File: config.mk
export PLATFORM = sky130hd
export DESIGN_NAME = ecc_write_encoder
export DESIGN_NICKNAME = d
export VERILOG_FILES = /design/src/rtl/ecc_write_encoder.sv
export SDC_FILE = /design/constraint.sdc
export NUM_CORES = 1
export LEC_CHECK = 0
export CAP_MARGIN = 20
export CORE_UTILIZATION = 34
export DETAILED_ROUTE_END_ITERATION = 6
export GPL_ROUTABILITY_DRIVEN = 0
export PLACE_DENSITY = 0.63
export SLEW_MARGIN = 20
export SYNTH_ARGS = -nofsm -noshare
export SYNTH_HDL_FRONTEND = slang
export SYNTH_SLANG_ARGS = --single-unit
File: constraint.sdc
create_clock -name sys_clk -period 2.06 [get_ports sys_clk]
set_input_delay 0.206 -clock sys_clk [delete_from_list [all_inputs] [get_ports sys_clk]]
set_output_delay 0.206 -clock sys_clk [all_outputs]
set_load 0.02 [all_outputs]
File: src/rtl/ecc_write_encoder.sv
// Write-path ECC encoder: appends a parity check field to each 64-bit word, buffers through a
// 2-entry skid so in_ready can be registered, and supports one-shot bit-flip injection.
module ecc_write_encoder #(
    parameter int DATA_W  = 64,
    parameter int CHECK_W = 8,
    parameter int CNT_W   = 32
) (
    input  logic                      sys_clk,
    input  logic                      sys_rst_n,
    input  logic                      in_valid,
    output logic                      in_ready,
    input  logic [DATA_W-1:0]         in_data,
    output logic                      out_valid,
    input  logic                      out_ready,
    output logic [DATA_W+CHECK_W-1:0] out_data,
    input  logic                      inj_arm,
    input  logic [6:0]                inj_bit,
    output logic                      inj_done,
    output logic [CNT_W-1:0]          word_count
);
    localparam int CW_W = DATA_W + CHECK_W;

    typedef enum logic [1:0] {EMPTY, ONE, TWO} state_t;

    state_t          state, state_n;
    logic [CW_W-1:0] skid_q;
    logic [CW_W-1:0] cw;
    logic [CW_W-1:0] flip_mask;
    logic            armed;
    logic [6:0]      inj_bit_q;
    logic            accept, emit;
    logic            load_out, load_skid, skid_to_out;

    assign out_valid = (state != EMPTY);
    assign accept    = in_valid && in_ready;
    assign emit      = out_valid && out_ready;

    // Out-of-range bit index yields an empty mask: the arm is still consumed, nothing flips.
    always_comb begin
        flip_mask = '0;
        if (int'(inj_bit_q) < CW_W)
            flip_mask = {{(CW_W-1){1'b0}}, 1'b1} << inj_bit_q;
        cw = {{(CHECK_W-1){1'b0}}, ^in_data, in_data} ^ (armed ? flip_mask : '0);
    end

    always_comb begin
        state_n     = state;
        load_out    = 1'b0;
        load_skid   = 1'b0;
        skid_to_out = 1'b0;
        case (state)
            EMPTY: begin
                if (accept) begin
                    state_n  = ONE;
                    load_out = 1'b1;
                end
            end
            ONE: begin
                if (accept && emit) begin
                    load_out = 1'b1;
                end else if (accept) begin
                    state_n   = TWO;
                    load_skid = 1'b1;
                end else if (emit) begin
                    state_n = EMPTY;
                end
            end
            TWO: begin
                if (emit) begin
                    state_n     = ONE;
                    skid_to_out = 1'b1;
                end
            end
            default: state_n = EMPTY;
        endcase
    end

    always_ff @(posedge sys_clk) begin
        if (!sys_rst_n) begin
            state      <= EMPTY;
            in_ready   <= 1'b0;
            out_data   <= '0;
            skid_q     <= '0;
            armed      <= 1'b0;
            inj_bit_q  <= '0;
            inj_done   <= 1'b0;
            word_count <= '0;
        end else begin
            state    <= state_n;
            // Derived from next state only, so out_ready never reaches in_ready combinationally.
            in_ready <= (state_n != TWO);
            if (load_out)
                out_data <= cw;
            else if (skid_to_out)
                out_data <= skid_q;
            if (load_skid)
                skid_q <= cw;
            if (emit)
                word_count <= word_count + 1'b1;

            // An arm seen alongside an accept targets the following word.
            inj_done <= accept && armed;
            if (accept && armed) begin
                armed <= 1'b0;
            end else if (inj_arm && !armed) begin
                armed     <= 1'b1;
                inj_bit_q <= inj_bit;
            end
        end
    end
endmodule
## Yosys cells after proc, flatten, opt, wreduce, memory -nomap -nowiden

Index checks and enable logic that the tools add are counted.

- Bits in registers: 188
- Input bits: 76

- Add/sub/neg operators: 1
- Magnitude comparators: 1
- Equality and inequality tests: 3
- Shift operators: 1
- Multiplexer cells: 17
- Bitwise operators: 3
- Reduce and logical (&&, ||, !) cells: 12

Operator list:

| kind | count |
|---|---|
| 2-to-1 mux 72 bit | 4 |
| << shifter 1 x 7 -> 72 bit (first input constant) | 1 |
| XOR 65 x 72 -> 72 bit | 1 |
| parity 64 bit | 1 |
| adder 32 x 1 -> 32 bit (second input constant) | 1 |
| 2-to-1 mux 2 bit | 5 |
| less-than comparator 7 bit (second input constant) | 1 |
| 2-to-1 mux 1 bit | 6 |
| case mux 2 bit (3 select lines) | 1 |
| logical AND 1 bit | 5 |
| nonzero test 2 bit | 2 |
| == test 2 x 1 -> 1 bit (second input constant) | 1 |
| == test 2 bit (second input constant) | 1 |
| logical NOT 2 bit | 1 |
| != test 2 bit (second input constant) | 1 |
| inverter 1 bit | 2 |
| case mux 1 bit (2 select lines) | 1 |
| AND reduction 2 bit | 1 |
| OR reduction 2 bit | 1 |
| logical NOT 1 bit | 1 |

## Longest topological paths before layout

Gate-level depths: netlist of run 1.

- Depth after elaboration: 7
- Depth in mapped cells: 10

## Worst setup path after synthesis of run 1

OpenSTA, ideal clock, no wires.

- Path type: reg-to-reg
- From: register word_count[12]
- To: register word_count[29]
- Arrival time: 1916 ps
- Path slack: 29 ps
- Cell stages (with the launch flop): 8
- Buffers on the path: 0
- Clock period less this slack: 2031 ps
- Cells stage by stage: dfxtp_1 > and3_1 > nand3_1 > or3_1 > nor3_4 > nand4_1 > xnor2_1 > and2_1

- Cells in the longest elaborated chain, start to end: 1

Ends and longest elaborated chain:

| element | RTL line | text |
|---|---|---|
| start: declaration | 19 | `output logic [CNT_W-1:0] word_count` |
| start signal: assignment | 99 | `word_count <= word_count + 1'b1;` |
| adder 32 x 1 -> 32 bit | 99 |  |

Every way passes these cells.
A chain may end at the register's enable or synchronous reset.

## Worst setup path in the final report of run 1

- From: register state[0]
- To: output out_valid

- Cells in the longest elaborated chain, start to end: 1

Ends and longest elaborated chain:

| element | RTL line | text |
|---|---|---|
| start: declaration | 25 | `state_t state, state_n;` |
| start signal: assignment | 89 | `state <= state_n;` |
| nonzero test 2 bit | 34 | `assign out_valid = (state != EMPTY);` |
| end: declaration | 13 | `output logic out_valid,` |

Every way passes these cells.

==> results of run 1 <==
[critical path, stage by stage (launching register included)]
cell and delay, ps:
dfxtp_1 320, buf_4 160, or2_2 290, clkdlybuf4s50_1 570
[sequential cells by signal, summed over array words and instances (netlist names)]
| register | flops |
|---|---|
| skid_q | 72 |
| in_ready | 1 |
| inj_done | 1 |
| word_count | 32 |
| armed | 1 |
| state | 2 |
| inj_bit_q | 7 |
| out_data | 72 |
[cell usage after synthesis (all sizes together), types with 10 or more instances]
| cell | instances |
|---|---|
| a21boi | 12 |
| a22oi | 13 |
| and2 | 41 |
| and3 | 58 |
| clkbuf | 68 |
| dfxtp | 188 |
| mux2i | 10 |
| nand2 | 303 |
| nand3 | 69 |
| nor2 | 51 |
| nor2b | 14 |
| o211a | 71 |
| o21ai | 19 |
| xnor2 | 110 |
| xor2 | 42 |
[path summary, 6_finish.rpt]
check                                                 end               startpoint  cells past startpoint
worst max-delay path                            out_valid      state[0]$_SDFF_PN0_                      3
worst min-delay path              skid_q[12]$_SDFFE_PN0P_                sys_rst_n                      2
worst max register to register  out_data[14]$_SDFFE_PN0P_       armed$_SDFFE_PP0P_                      9
worst min register to register    skid_q[65]$_SDFFE_PN0P_  skid_q[65]$_SDFFE_PN0P_                      2
[through the flow]
stage          instances   util  area, um^2  setup TNS (ps)  power [uW]
6_report            1728  0.479       12900               0        8950
5_1_grt             1728  0.479       12900               0        9360
4_1_cts             1727  0.479       12900               0        9080
3_5_place_dp        1695  0.457       12300            -822        5780
3_3_place_gp        1695  0.457       12300            -474        5760
2_1_floorplan       1131      -        9320               0        4940
[cells by family (layout without fill, tap and decap cells)]
group	Yosys count	after routing
and+or+nand+nor	582	582
other	0	1
buffers and inverters	77	332
adders and majority gates	1	1
DFF	188	188
AOI/OAI and AO/OA	120	120
xor gates and xnor gates	153	153
muxes	10	10
[final cells by class]
type	count	area, um^2
clock inverters	12	120
diodes	1	2.50
flip-flops and latches	188	3760
clock buffers	20	457
multi-input cells	866	5280
repair buffers	298	2850
inverters	2	7.51
fillers	2601	14000
well taps	341	427
[power by group through the flow]
stage | Sequential [uW] | Clock (uW) | Combinational, uW
global route | 3890 | 3510 | 1950
floorplan | 4050 | 0 | 884
detailed placement | 3960 | 0 | 1820
CTS | 3870 | 3380 | 1830
finish | 3870 | 3260 | 1810
global placement | 3950 | 0 | 1810
[routing by layer]
layer,vias up,GRT usage,part of all wire
li1,4249,-,-
met1,4027,0.266,0.47
met2,202,0.324,0.47
met3,26,0.0350,0.045
met4,0,0.0558,0.017
met5,-,0,0
==> results.json, run 1 <==
{
  "status": "finished, final reports clean",
  "wirelength_mm": 27.6,
  "antenna_found_initial": 1,
  "synthMuxAreaShare": 0.0107,
  "p_leak_uw": 0.00577,
  "power_density_nw_per_um2": 693,
  "worstSkewPairLatency_ps": 430,
  "cts_resized": 0,
  "required_ps": 1850,
  "grt_pass1_wl_mm": 43.7,
  "drc": 0,
  "grt-ovfl-total": 0,
  "drive_above_1_share": 0.122,
  "synth_top_cell_area_share": 0.404,
  "place_ws_ps": -230,
  "clkPwrFrac": 0.365,
  "die_x_um": 168,
  "hpwl_mm": 19.4,
  "power_frac_comb": 0.202,
  "reg2reg_slack_ps": 170,
  "layout_min_cycle_time_ps": 1960,
  "synthAdderAreaFrac": 0.00134,
  "swShare": 0.284,
  "cp_max_fo": 6,
  "layout_commonest_cell": "nand2_1",
  "dieArea_um2": 28100,
  "syn_avg_cell_area_um2": 8.24,
  "fp.dieH_um": 168,
  "worst_ep_arrival_time_ps": 1750,
  "drv_cap": 0,
  "post-cts-setup-buffers": 0,
  "drtIter0Drc": 618,
  "antenna_left": 0,
  "synth-simple-area-share": 0.295,
  "grt_usage": 0.198,
  "rsz0062_at_grt": "no",
  "num_io_pins": 183,
  "netlist_area_um2": 9320,
  "finalNetCount": 1450,
  "io_buffers": 182,
  "hold_path_class": "in -> reg",
  "endpoint_kind": "primary output",
  "synth_compound_area_frac": 0.110,
  "rows": 60,
  "timing.fmax_mhz": 510,
  "vias_per_cell": 4.92,
  "initial_core_util": 0.346,
  "numCtsBuffers": 17,
  "routed-via-count": 8504,
  "netlist.top_cell.by_area": "dfxtp_1",
  "clock_skew_ps": 14.3,
  "grt_start_max_net_pins": 62,
  "synth.distinct_cells": 45,
  "synth_xor_area_frac": 0.146,
  "power.switching_uw": 2540,
  "start_kind": "register",
  "path_class": "reg -> out",
  "p_seq_frac": 0.433,
  "synth-main-ff-cell": "dfxtp_1",
  "synth-seq-area-share": 0.404,
  "drv_slew": 0,
  "internal_power_uw": 6410,
  "synthTopCellsByArea": "dfxtp_1 (40%), nand2_1 (12%), xnor2_1 (10%)",
  "cts_buffer_depth": 2,
  "finalCritPeriodShare": 0.952,
  "synth_top_family_by_area": "simple AND/OR/NAND/NOR gates",
  "core_um2": 27000,
  "cts_hold_buf": 0,
  "relSlewSlack": 0.663,
  "syn_inst": 1131,
  "post_drt_wl_per_cell_um": 16.0,
  "worst-slew-pin-transition_ps": 505,
  "setup_violations": 0,
  "cts_tree": "done",
  "grt_pass1_vias": 8112,
  "final_cell_mix": "nand2_1 (302), dfxtp_1 (187), clkdlybuf4s50_1 (181)",
  "setup_slack_ps": 99.1,
  "whs_ps": 263,
  "path_clk_slew_ps": 80,
  "clock-root-buffer": "clkbuf_16",
  "clkSinkCount": 188,
  "ys_warn_count": 0,
  "cts.htree.levels": 4,
  "yosys_register_bits": 188,
  "syn_to_final_growth_pct": 38.4,
  "ir_drop_uv": 510,
  "postSynthNetCount": 1208,
  "hold_viol": 0,
  "first_pass_iters": 5,
  "async_reset_ff_frac": 0,
  "synth_enable_flop_cells": 0
}
Power figures use the tool's default switching activity.
==> run 2, diff against run 1 <==
--- a/config.mk
+++ b/config.mk
@@ -10,6 +10,7 @@
 export DETAILED_ROUTE_END_ITERATION = 6
 export GPL_ROUTABILITY_DRIVEN = 0
 export PLACE_DENSITY = 0.63
+export REMOVE_ABC_BUFFERS = 1
 export SLEW_MARGIN = 20
 export SYNTH_ARGS = -nofsm -noshare
 export SYNTH_HDL_FRONTEND = slang
==> results.json, run 2 (synthesis results as in run 1) <==
{
  "grt_pass1_wl_mm": 42.9,
  "post_drt_wl_per_cell_um": 15.9,
  "cp_max_fo": 2,
  "dieArea_um2": 28100,
  "drtIter0Drc": 558,
  "timing.fmax_mhz": 507,
  "clock_skew_ps": 15.3,
  "setup_violations": 0,
  "placed_area_um2": 12200,
  "critical_path.top_delay_family": "XOR/XNOR gates",
  "power_density_nw_per_um2": 703,
  "layout_commonest_cell": "nand2_1",
  "syn_to_final_growth_pct": 37.7,
  "r2r_cells": 8,
  "critical_path.slowest_cell": "xnor3_1",
  "worstSetupStartpoint": "in_data[31]",
  "start_kind": "input pin",
  "status": "finished, final reports clean",
  "grt-ovfl-total": 0,
  "num_io_pins": 183,
  "crit_chain": "clkdlybuf4s50_1 -> xnor2_1 -> xnor2_1 -> xnor2_1 -> xnor3_1 -> xnor2_1 -> xnor2_1 -> a21oi_1",
  "core_um2": 27000,
  "p_leak_uw": 0.00571,
  "clkSinkCount": 188,
  "clock-root-buffer": "clkbuf_16",
  "numCtsBuffers": 17,
  "hold_viol": 0,
  "final_cell_area_um2": 12800,
  "first_pass_iters": 7,
  "drive_above_1_share": 0.113,
  "finalCritPeriodShare": 0.957,
  "crit_end": "out_data[64]$_SDFFE_PN0P_",
  "finalNetCount": 1437,
  "io_buffers": 182,
  "final_cell_mix": "nand2_1 (302), dfxtp_1 (188), clkdlybuf4s50_1 (181)",
  "cpMostUsedCell": "xnor2_1",
  "cts_tree": "done",
  "path_clk_slew_ps": 70,
  "post-place-cells": 1680,
  "hold_path_class": "in -> reg",
  "routed-via-count": 8399,
  "timing.rr.start": "word_count[14]$_SDFFE_PN0P_",
  "reg2reg_slack_ps": 160,
  "final_util": 0.477,
  "slowest_delay_ps": 450,
  "ir_drop_uv": 513,
  "power.total_uw": 9030,
  "drv_slew": 0,
  "path_buf_inv": 1,
  "place_ws_ps": -372,
  "layout_min_cycle_time_ps": 1970,
  "path_class": "in -> reg",
  "grt_pass1_vias": 8033,
  "drc": 0,
  "rows": 60,
  "relSlewSlack": 0.689,
  "fp.dieH_um": 168,
  "hpwl_mm": 18.9,
  "cts_hold_buf": 0,
  "rr_endpoint": "word_count[21]$_SDFFE_PN0P_",
  "grt_start_max_net_pins": 97,
  "wirelength_mm": 27.3,
  "antenna_found_initial": 2,
  "worst_ep_arrival_time_ps": 2270,
  "initial_core_util": 0.346,
  "final_cells": 1714,
  "vias_per_cell": 4.90,
  "reg_top3": "out_data x72, skid_q x72, word_count x32",
  "drv_cap": 0,
  "endpoint_kind": "register",
  "setup_slack_ps": 88.1,
  "cts_buffer_depth": 2,
  "grt_usage": 0.193,
  "rsz0062_at_grt": "no",
  "cts.htree.levels": 4,
  "antenna_left": 0,
  "worstSkewPairLatency_ps": 430,
  "required_ps": 2360,
  "die_x_um": 168,
  "path_depth": 8,
  "worst-slew-pin-transition_ps": 462
}
## run 2: how the worst min path moves through the flow
stage	startpoint	to	slack (ps)	depth (start not counted)
floorplan	sys_rst_n	out_data[64]$_SDFFE_PN0P_	320	2
global route	sys_rst_n	out_data[69]$_SDFFE_PN0P_	130	2
finish	sys_rst_n	out_data[70]$_SDFFE_PN0P_	140	2
detailed placement	skid_q[65]$_SDFFE_PN0P_	skid_q[65]$_SDFFE_PN0P_	460	2
global placement	skid_q[69]$_SDFFE_PN0P_	skid_q[69]$_SDFFE_PN0P_	450	2
CTS	sys_rst_n	skid_q[56]$_SDFFE_PN0P_	130	2
## run 2: power breakdown
group	total [uW]	switching, uW	leakage, uW	internal, uW
logic	1780	865	0.00390	915
registers	3870	94.3	0.00153	3780
clock network	3380	1460	0.000287	1920
## run 2: layer usage
metal	vias to the layer above	global-route usage	part of all wire
met5	-	0	0.00048
met1	3971	0.260	0.48
met3	21	0.0395	0.041
met2	182	0.317	0.47
li1	4223	-	-
met4	2	0.0431	0.012
## run 2: layout make-up
type / instances / area [um^2]
diodes: 1 / 2.50
flip-flops and latches: 188 / 3760
inverters: 2 / 7.51
clock inverters: 13 / 164
well taps: 341 / 427
fillers: 2611 / 14100
repair buffers: 285 / 2770
multi-input cells: 866 / 5280
clock buffers: 18 / 429
## run 2: timing repair
action                     in CTS  in global routing
gates resized for setup         0                  3
setup endpoints to repair       6                 47
buffers inserted                2                  0
gates cloned                    0                  0
hold endpoints to repair        0                  0
pin swaps                       2                  0
## run 2: stage by stage
| stage | hold slack, ps | setup TNS, ps |
|---|---|---|
| 6_report | 144 | 0 |
| 5_1_grt | 130 | 0 |
| 4_1_cts | 132 | 0 |
| 3_5_place_dp | 457 | -802 |
| 3_3_place_gp | 451 | -568 |
| 2_1_floorplan | 322 | -506080 |
